[src/rtl/yolo_pkg.sv]
// yolo_pkg: shared image geometry, pixel type and ingest FSM states
package yolo_pkg;
  localparam int IMG_W = 416;
  localparam int IMG_H = 416;
  localparam int DATA_W = 24;
  localparam int COORD_W = 11;
  typedef struct packed {
    logic [7:0] r;
    logic [7:0] g;
    logic [7:0] b;
  } pixel_t;
  typedef enum logic [1:0] {IDLE, ACTIVE, DONE} ingest_state_t;
endpackage

[src/rtl/pixel_stream_ingest_if.sv]
// pixel_stream_ingest_if: raster pixel stream with valid/ready, start-of-frame and end-of-line
interface pixel_stream_ingest_if #(parameter int DATA_W = yolo_pkg::DATA_W);
  logic valid;
  logic ready;
  logic [DATA_W-1:0] data;
  logic sof;
  logic eol;
  modport master(output valid, data, sof, eol, input ready);
  modport slave(input valid, data, sof, eol, output ready);
endinterface

[src/rtl/pixel_stream_ingest_raster_coord_counter.sv]
// raster_coord_counter: x/y raster position with SOF restart, EOL/width wrap and last-pixel flag
module raster_coord_counter #(
  parameter int IMG_W = yolo_pkg::IMG_W,
  parameter int IMG_H = yolo_pkg::IMG_H,
  parameter int COORD_W = yolo_pkg::COORD_W
) (
  input  logic clk,
  input  logic rst_n,
  input  logic step,
  input  logic restart,
  input  logic eol,
  output logic [COORD_W-1:0] x,
  output logic [COORD_W-1:0] y,
  output logic line_end,
  output logic last
);
  localparam logic [COORD_W-1:0] X_MAX = COORD_W'(IMG_W - 1);
  localparam logic [COORD_W-1:0] Y_MAX = COORD_W'(IMG_H - 1);
  logic [COORD_W-1:0] x_q, y_q;
  // x/y are the position of the beat being presented; SOF forces it to the origin
  assign x = restart ? '0 : x_q;
  assign y = restart ? '0 : y_q;
  assign line_end = x == X_MAX;
  assign last = line_end && y == Y_MAX;
  always_ff @(posedge clk or negedge rst_n)
    if (!rst_n) begin
      x_q <= '0;
      y_q <= '0;
    end else if (step) begin
      x_q <= (line_end || eol) ? '0 : x + 1'b1;
      y_q <= last ? '0 : ((line_end || eol) && y != Y_MAX) ? y + 1'b1 : y;
    end
endmodule

[src/rtl/pixel_stream_ingest.sv]
// pixel_stream_ingest: raster stream to input-buffer write port with framing checks.
// Define PIXEL_INGEST_ERRCNT_EN to add a saturating err_count output.
module pixel_stream_ingest #(
  parameter int IMG_W = yolo_pkg::IMG_W,
  parameter int IMG_H = yolo_pkg::IMG_H,
  parameter int DATA_W = yolo_pkg::DATA_W,
  parameter int COORD_W = yolo_pkg::COORD_W
) (
  input  logic clk,
  input  logic rst_n,
  input  logic frame_enable,
  pixel_stream_ingest_if.slave s,
  output logic [DATA_W-1:0] pixel_data,
  output logic [COORD_W-1:0] x_coord,
  output logic [COORD_W-1:0] y_coord,
  output logic write_enable,
  output logic frame_done,
  output logic err_sof,
  output logic err_eol,
`ifdef PIXEL_INGEST_ERRCNT_EN
  output logic [15:0] err_count,
`endif
  output logic busy
);
  import yolo_pkg::*;
  ingest_state_t state;
  logic acc, wr, line_end, last;
  logic [COORD_W-1:0] cx, cy;
  assign s.ready = frame_enable && state != DONE;
  assign acc = s.valid && s.ready;
  assign wr = acc && (s.sof || state == ACTIVE);
  assign busy = state == ACTIVE;
  raster_coord_counter #(.IMG_W(IMG_W), .IMG_H(IMG_H), .COORD_W(COORD_W)) u_cnt (
    .clk(clk), .rst_n(rst_n), .step(wr), .restart(s.sof), .eol(s.eol),
    .x(cx), .y(cy), .line_end(line_end), .last(last)
  );
  always_ff @(posedge clk or negedge rst_n)
    if (!rst_n) begin
      state <= IDLE;
      pixel_data <= '0;
      x_coord <= '0;
      y_coord <= '0;
      write_enable <= 1'b0;
      frame_done <= 1'b0;
      err_sof <= 1'b0;
      err_eol <= 1'b0;
    end else begin
      write_enable <= wr;
      frame_done <= state == DONE;
      err_sof <= acc && s.sof && state == ACTIVE;
      err_eol <= wr && (s.eol != line_end);
      if (wr) begin
        pixel_data <= s.data;
        x_coord <= cx;
        y_coord <= cy;
      end
      state <= state == DONE ? IDLE : wr ? (last ? DONE : ACTIVE) : state;
    end
`ifdef PIXEL_INGEST_ERRCNT_EN
  logic [16:0] err_sum;
  assign err_sum = 17'(err_count) + 17'(err_sof) + 17'(err_eol);
  always_ff @(posedge clk or negedge rst_n)
    if (!rst_n) err_count <= '0;
    else err_count <= err_sum[16] ? 16'hFFFF : err_sum[15:0];
`endif
endmodule

[src/flat_wrapper.sv]
// flat-port wrapper written by rule: the top's interface ports become plain ports
module pixel_stream_ingest_flat import yolo_pkg::*;
#(
  parameter int IMG_W = yolo_pkg::IMG_W,
  parameter int IMG_H = yolo_pkg::IMG_H,
  parameter int DATA_W = yolo_pkg::DATA_W,
  parameter int COORD_W = yolo_pkg::COORD_W
)
  (clk, rst_n, frame_enable, pixel_data, x_coord, y_coord, write_enable, frame_done, err_sof, err_eol, busy, s_valid, s_data, s_sof, s_eol, s_ready);
  pixel_stream_ingest_if #(.DATA_W(DATA_W)) s_i ();
  input  logic clk;
  input  logic rst_n;
  input  logic frame_enable;
  output logic [DATA_W-1:0] pixel_data;
  output logic [COORD_W-1:0] x_coord;
  output logic [COORD_W-1:0] y_coord;
  output logic write_enable;
  output logic frame_done;
  output logic err_sof;
  output logic err_eol;
  output logic busy;
  input wire logic [$bits(s_i.valid)-1:0] s_valid;
  input wire logic [$bits(s_i.data)-1:0] s_data;
  input wire logic [$bits(s_i.sof)-1:0] s_sof;
  input wire logic [$bits(s_i.eol)-1:0] s_eol;
  output wire logic [$bits(s_i.ready)-1:0] s_ready;
  assign s_i.valid = s_valid;
  assign s_i.data = s_data;
  assign s_i.sof = s_sof;
  assign s_i.eol = s_eol;
  assign s_ready = s_i.ready;
  pixel_stream_ingest #(.IMG_W(IMG_W), .IMG_H(IMG_H), .DATA_W(DATA_W), .COORD_W(COORD_W)) u_core (.clk(clk), .rst_n(rst_n), .frame_enable(frame_enable), .s(s_i), .pixel_data(pixel_data), .x_coord(x_coord), .y_coord(y_coord), .write_enable(write_enable), .frame_done(frame_done), .err_sof(err_sof), .err_eol(err_eol), .busy(busy));
endmodule
[config.mk]
export PLATFORM = sky130hd
export DESIGN_NAME = pixel_stream_ingest_flat
export DESIGN_NICKNAME = d
export VERILOG_FILES = /design/src/rtl/yolo_pkg.sv /design/src/rtl/pixel_stream_ingest_if.sv /design/src/rtl/pixel_stream_ingest_raster_coord_counter.sv /design/src/rtl/pixel_stream_ingest.sv /design/src/flat_wrapper.sv
export SDC_FILE = /design/constraint.sdc
export NUM_CORES = 1
export LEC_CHECK = 0
export CORE_ASPECT_RATIO = 0.5
export CORE_MARGIN = 3
export CORE_UTILIZATION = 51
export CTS_CLUSTER_DIAMETER = 50
export DETAILED_ROUTE_END_ITERATION = 8
export GPL_TIMING_DRIVEN = 0
export PLACE_DENSITY_LB_ADDON = 0.25
export RECOVER_POWER = 50
export SLEW_MARGIN = 20
export SYNTH_ARGS = -nofsm -noshare
export SYNTH_HDL_FRONTEND = slang
export SYNTH_SLANG_ARGS = --single-unit
export TNS_END_PERCENT = 20
[constraint.sdc]
create_clock -name clk -period 4.9 [get_ports clk]
set_input_delay 0.49 -clock clk [delete_from_list [all_inputs] [get_ports clk]]
set_output_delay 0.49 -clock clk [all_outputs]
set_load 0.01 [all_outputs]
==> results of run 1 <==
how the worst min path moves through the flow:
stage                            end             startpoint  slack (ns)
3_5_place_dp   u_core.pixel_data[17]  u_core.pixel_data[17]        0.46
5_1_grt        u_core.pixel_data[14]  u_core.pixel_data[14]        0.49
6_report       u_core.pixel_data[17]  u_core.pixel_data[17]        0.47
4_1_cts        u_core.pixel_data[10]                  rst_n        0.12
3_3_place_gp    u_core.pixel_data[9]   u_core.pixel_data[9]        0.46
2_1_floorplan         u_core.err_eol                  rst_n        0.19
routing by layer:
layer,track usage [%],routed length [µm],vias to the layer above
li1,-,-,1442
met1,34.7,4060,1438
met2,37.3,3890,134
met3,9.28,911,13
met4,7.54,138,0
met5,0,0,-
kinds of logic after synthesis:
group	Yosys count	synth area share (%)
XOR/XNOR	2	0.512
multiplexers	2	0.659
buffers and inverters	29	3.51
flip-flops	74	54.2
AND/OR/NAND/NOR	186	26.7
adder cells (fa/ha/maj)	3	1.10
AO/OA/AOI/OAI	71	13.4
final cells by class:
| class | count | area (µm²) |
|---|---|---|
| Buffer | 23 | 97.6 |
| Clock buffer | 13 | 250 |
| Clock inverter | 3 | 15.0 |
| Fill cell | 479 | 1680 |
| Inverter | 6 | 22.5 |
| Multi-Input combinational cell | 264 | 1450 |
| Sequential cell | 74 | 1850 |
| Tap cell | 88 | 110 |
| Timing Repair Buffer | 82 | 808 |
through the flow:
step                power, µW  cell area [µm²]
detailed placement        951             4360
global route             1600             4600
global placement          939             4340
CTS                      1540             4620
finish                   1520             4600
floorplan                 802             3420
power by group:
| part | switching (µW) | leakage, µW | internal (µW) |
|---|---|---|---|
| sequential | 37.2 | 0.000972 | 660 |
| combinational | 117 | 0.00104 | 120 |
| clock | 236 | 0.000133 | 354 |
sequential cells by signal, indices dropped and copies added, names as in the netlist:
| register | cells |
|---|---|
| u_core.frame_done | 1 |
| u_core.u_cnt.x_q | 11 |
| u_core.err_sof | 1 |
| u_core.pixel_data | 24 |
| u_core.state | 2 |
| u_core.y_coord | 11 |
| u_core.write_enable | 1 |
| u_core.err_eol | 1 |
| u_core.u_cnt.y_q | 11 |
| u_core.x_coord | 11 |
worst min-delay path, delay by kind of cell, from the launching register on:
kind | cells | cell delay (ns)
DFF | 1 | 0.33
and+or+nand+nor | 2 | 0.11
layout by cell type (no fill, tap or decap), types with 4 or more instances in the layout:
cell,Yosys,routed
buf_2,8,8
o21ai_0,35,35
dfrtp_1,74,74
clkbuf_1,14,19
nor2_1,6,6
dlygate4sd3_1,0,25
clkbuf_16,0,9
nand3_1,5,5
a21oi_1,9,9
clkdlybuf4s50_1,0,55
inv_1,5,5
nand2_1,113,113
nand2b_1,18,18
o31ai_1,8,8
nor2b_1,6,6
nand4_1,4,4
==> key figures, run 1 <==
Placed design
  • Placer congestion estimate: slightly below 0.9
  • Placed cell count: roughly 540
  • PortBufs: about 80
  • DPL Wire Length: ~6400 µm
  • Place WS: around 0.35 ns

Layout
  • Fraction of layout cells with a size suffix above 1: under 10%
  • Util after Layout: between 70% and 80%
  • Antenna Diode Count: 0
  • # nets final: a little under 500
  • Post-Layout Cell Count: ~550
  • Area Growth Syn to Fin: 34.6%

Critical path
  • Stages on worst setup path: 16
  • CP Data Arrival Time: ~4.5 ns
  • Crit Path Max Fanout: 10
  • WS Path Type: in2reg
  • Register-to-Register Setup Slack: ~1.5 ns
  • WP data required: 5.13 ns
  • Worst R2R Path Depth: 12
  • Critical-path cell list: clkdlybuf4s50_1 -> clkbuf_2 -> clkbuf_1 -> nand2b_1 -> inv_1 -> ha_1 -> nand3_2 -> or4_4 -> ha_1 -> clkbuf_1 -> nand2b_1 -> clkbuf_1 -> or3_1 -> clkbuf_1 -> nor3b_1 -> a21o_1
  • CP Launch Point: s_sof
  • Buf+Inv Stages, Crit Path: 7
  • R2R Path End: u_core.u_cnt.x_q[3]
  • Worst reg2reg path startpoint: u_core.u_cnt.x_q[1]
  • CP endpoint: u_core.u_cnt.x_q[3]
  • CP max stage delay: between 0.6 and 0.7 ns
  • Crit path max-delay cell type: or4_4
  • Startpoint types: primary input
  • CP top delay family: buffers and inverters
  • Worst Setup End Kind: register
  • Most used cell, CP: clkbuf_1

Power and ir drop
  • Leakage: around 0.0021 µW
  • Peak supply drop: roughly 0.26 mV
  • PD cells: between 300 and 400 nW/µm²

Logic synthesis
  • Synth area leaders: dfrtp_1 (54%), nand2_1 (12%), o21ai_0 (5.1%)
  • FFs w/ async S/R, synth: between 90% and 100%
  • Synth unique cells: 49
  • Register area share after synthesis: 54.2%
  • Syn_nets: 400
  • Top-count cell post-synth: nand2_1
  • Post-synth top area cell: dfrtp_1
  • Mapped Area: about 3400 µm²
  • #FFs+latches synth: 74
  • Post-synth top area share: about 54%
  • Commonest register cell after synthesis: dfrtp_1
  • Mean Syn Cell Area: about 9.3 µm²
  • Syn Inst Count: 367
  • EDFF count, synth: 0
  • Commonest cells post-synth: nand2_1 (113), dfrtp_1 (74), o21ai_0 (35)
  • Synth Warn #: 0

Clocking
  • Worst skew pair latency: roughly 0.34 ns
  • Maximum root-to-sink buffer count: 2
  • Clock root buffer master: clkbuf_16
  • Hold buffers post-CTS: 0
  • TritonCTS Buffers: 9
  • Cts repair resizes: 0
  • H-tree depth: 3
  • Sink Count: 74
  • CTS tree: yes
  • Post-CTS Setup Inserts: 0
  • CTS clk-pin slew, worst paths: approximately 0.060 ns

Drt
  • Vias per inst: 5.47
  • Post-route DRC: 0
  • Initial DRC Count: 224
  • Post-Route WL: between 8000 and 9000 µm
  • WL per Instance: between 15 and 20 µm
  • Routed Antenna Nets: 0
  • Vias: 3027
  • Drt pass-1 iters: 5

Timing
  • Peak Freq: about 230 MHz
  • Worst-Margin Slew: between 2 and 2.5 ns
  • Final Hold Vio Count: 0
  • RSZ-0062 raised after global routing: no
  • Max Slew Vio Count: 77
  • Post-layout min period: between 4 and 5 ns
  • Setup TNS: 0 ns
  • Worst Skew: 0.00655 ns
  • Final WS setup: about 0.61 ns
  • Final Cycle Share: 87.5%
  • Max-slew headroom: -44.0%
  • Setup-failing EPs final: 0
  • Hold Slack: roughly 0.47 ns

Floorplan
  • Die W: 122 µm
  • Die Ht: 63.9 µm
  • I/O pin count: slightly above 80
  • Row cnt: 20
  • Die area: roughly 8000 µm²
  • Initial cell density of the core: roughly 54%
  • Placeable core area: between 6000 and 7000 µm²

Global routing
  • Largest net degree at the start of global routing: between 40 and 50
  • Global-route wire length before repair: 15100 µm
  • Vias in the first global route: roughly 3000
  • Overflow left after global routing: 0
  • GRT Total Usage: approximately a quarter
  • Initial antenna violation count: 0

Hold path
  • Worst hold path class: reg2reg
  • Hold path cells: 2

Outcome
  • Failing checks: capacitance limit, slew limit
  • Status: complete, but fails checks

Job
  • Max Cap Viol: 2
Note: power is estimated with default switching activity, not from simulation.
==> run 2, diff against run 1 <==
--- a/config.mk
+++ b/config.mk
@@ -7,7 +7,7 @@
 export LEC_CHECK = 0
 export CORE_ASPECT_RATIO = 0.5
 export CORE_MARGIN = 3
-export CORE_UTILIZATION = 51
+export CORE_UTILIZATION = 45
 export CTS_CLUSTER_DIAMETER = 50
 export DETAILED_ROUTE_END_ITERATION = 8
 export GPL_TIMING_DRIVEN = 0
==> constraint.sdc (replaced) <==
create_clock -name clk -period 3.7 [get_ports clk]
set_input_delay 0.37 -clock clk [delete_from_list [all_inputs] [get_ports clk]]
set_output_delay 0.37 -clock clk [all_outputs]
set_load 0.01 [all_outputs]
==> run 2 against run 1 <==
Compared with the run above: via count fell by 2.6%; sequential power rose by 32%; critical path depth fell by 2; critical endpoint is now u_core.u_cnt.y_q[8]; core utilization fell by 6.4 points; first-iteration DRC count fell by 30%; clock-buffer cell count rose by 1; the flow now finishes without violations.
==> key figures, run 2 (synthesized netlist as in run 1, its figures left out) <==
Floorplan
  • Placeable core area: 7020 µm² (+12%)
  • Die W: 129 µm (+6.1%)
  • Die Ht: 67.6 µm (+5.9%)
  • Die area: 8740 µm² (+12%)
  • Row cnt: 21 (+5.0%)
  • I/O pin count: 82 (unchanged)
  • Initial cell density of the core: 48.7% (-5.7 points)

Critical path
  • Worst Setup End Kind: register
  • CP Data Arrival Time: 3.69 ns (-0.82 ns)
  • Worst R2R Path Depth: 10 (-2)
  • Startpoint types: primary input
  • R2R Path End: u_core.u_cnt.y_q[8]
  • Worst reg2reg path startpoint: u_core.u_cnt.x_q[1]
  • WS Path Type: in2reg
  • Crit Path Max Fanout: 10 (unchanged)
  • WP data required: 3.92 ns (-1.21 ns)
  • Register-to-Register Setup Slack: 0.87 ns (-0.59 ns)

Layout
  • # nets final: 496 (+0.61%)
  • Area Growth Syn to Fin: 37.2%
  • Antenna Diode Count: 0 (unchanged)
  • Fraction of layout cells with a size suffix above 1: 9.40% (+2.5 points)
  • Post-Layout Cell Count: 560 (+1.3%)
  • Max reg flops: 24 (unchanged)
  • Commonest non-fill, non-tap cell in the layout: nand2_1
  • Largest reg by FF count: u_core.pixel_data
  • Util after Layout: 66.9% (-6.4 points)
  • Final instance area: 4690 µm² (+1.9%)
  • Commonest cells after routing, fill and taps aside: nand2_1 (113), dfrtp_1 (74), clkdlybuf4s50_1 (55), o21ai_0 (35), dlygate4sd3_1 (26)

Global routing
  • GRT Total Usage: 21.4% (-3.8 points)
  • Global-route wire length before repair: 14400 µm (-4.6%)
  • Overflow left after global routing: 0 (unchanged)
  • Largest net degree at the start of global routing: 49 (+20%)
  • Vias in the first global route: 2873 (-3.1%)
  • Initial antenna violation count: 0 (unchanged)

Clocking
  • CTS tree: yes
  • Maximum root-to-sink buffer count: 2 (unchanged)
  • Clock root buffer master: clkbuf_16
  • H-tree depth: 3 (unchanged)
  • Worst skew pair latency: 0.33 ns (about the same)
  • Sink Count: 74 (unchanged)
  • TritonCTS Buffers: 9 (unchanged)
  • CTS clk-pin slew, worst paths: 0.06 ns (about the same)

Timing
  • Final WS setup: 0.228 ns (-0.385 ns)
  • Post-layout min period: approximately 3.5 ns
  • Max-slew headroom: 7.19% (+51 points)
  • Final Hold Vio Count: 0 (unchanged)
  • Final Cycle Share: 93.8%
  • RSZ-0062 raised after global routing: no
  • Worst Skew: 0.00490 ns (-0.00165 ns)
  • Max Slew Vio Count: 0 (-100%)
  • Setup TNS: 0 ns (unchanged)
  • Worst-Margin Slew: 1.39 ns (-0.768 ns)
  • Peak Freq: slightly below 300 MHz
  • Setup-failing EPs final: 0 (unchanged)

Placed design
  • Dpl cell area: 4370 µm² (+0.29%)
  • DPL Wire Length: 6020 µm (-6.2%)
  • Placed cell count: 541 (+0.74%)
  • Place WS: -0.613 ns (-0.963 ns)
  • Placer congestion estimate: 0.894 (+2.4%)
  • PortBufs: 81 (unchanged)

Power and ir drop
  • Peak supply drop: 0.276 mV (+5.9%)
  • Leakage: 0.00218 µW (+1.6%)
  • PD cells: 437 nW/µm² (+32%)

Job
  • Max Cap Viol: 0 (-2)

Drt
  • Post-route DRC: 0 (unchanged)
  • Vias per inst: 5.26 (-3.9%)
  • WL per Instance: 15.2 µm (-6.7%)
  • Vias: 2947 (-2.6%)
  • Post-Route WL: 8500 µm (-5.5%)
  • Drt pass-1 iters: 4 (-1)
  • Routed Antenna Nets: 0 (unchanged)
  • Initial DRC Count: 156 (-30%)

Hold path
  • Hold path cells: 2 (unchanged)
  • Worst hold path class: reg2reg
  • Hold wc startpoint: u_core.pixel_data[16]
  • Hold Crit Endpoint: u_core.pixel_data[16]

Outcome
  • Status: completed
==> run 2: critical path: stages <==
cell and delay, ns:
clkdlybuf4s50_1 0.49, clkbuf_2 0.22, buf_2 0.22, nand2b_1 0.20, inv_1 0.07, ha_1 0.22
nand3_2 0.16, or4_4 0.64, ha_4 0.24, nor2b_2 0.16, and4b_1 0.23, and3_1 0.18
o21ai_0 0.08, a22o_1 0.18
==> run 2: layout make-up <==
cell class | count | area, µm²
repair buffers | 87 | 850
well taps | 92 | 115
plain buffers | 21 | 91.3
fillers | 588 | 2320
clock buffers | 14 | 274
flip-flops and latches | 74 | 1850
clock inverters | 2 | 10.0
multi-input cells | 264 | 1480
inverters | 6 | 22.5
==> run 2: layer usage <==
metal / part of all wire, % / track usage, %
met4: 1.2 / 5.63
met3: 9.3 / 7.35
met1: 48 / 29.5
met5: 0 / 0
met2: 42 / 32.5
==> run 2: power by group <==
| part | switching (µW) | leakage, µW | internal [µW] | total, µW |
|---|---|---|---|---|
| sequential | 47.1 | 0.000972 | 875 | 922 |
| combinational | 151 | 0.00106 | 162 | 313 |
| clock | 310 | 0.000143 | 507 | 817 |
| total | 508 | 0.00218 | 1540 | 2050 |
==> run 2: timing repair <==
| action | 4_1_cts | 5_1_grt |
|---|---|---|
| buffers inserted | 4 | 0 |
| hold endpoints to repair | 26 | 0 |
| resized for setup | 3 | 5 |
| endpoints found under the setup margin | 13 | 17 |
| hold buffers | 1 | 0 |
==> run 2: stage by stage <==
stage / hold slack, ns / power, µW
CTS: 0.475 / 2080
finish: 0.463 / 2050
global route: 0.492 / 2150
global placement: 0.458 / 1250
floorplan: 0.0744 / 1060
detailed placement: 0.313 / 1260
==> run 2: worst max-delay path by stage <==
stage                     startpoint                  end  slack (ns)  cells after the start
after detailed placement       s_sof  u_core.u_cnt.x_q[3]       -0.61                     16
after global placement         s_sof  u_core.u_cnt.x_q[3]       -0.62                     16
after global routing           s_sof  u_core.u_cnt.y_q[8]        0.03                     14
after CTS                      s_sof  u_core.u_cnt.y_q[8]        0.07                     14
after floorplan                s_sof  u_core.u_cnt.y_q[8]        0.51                     14
final                          s_sof  u_core.u_cnt.y_q[8]        0.23                     14
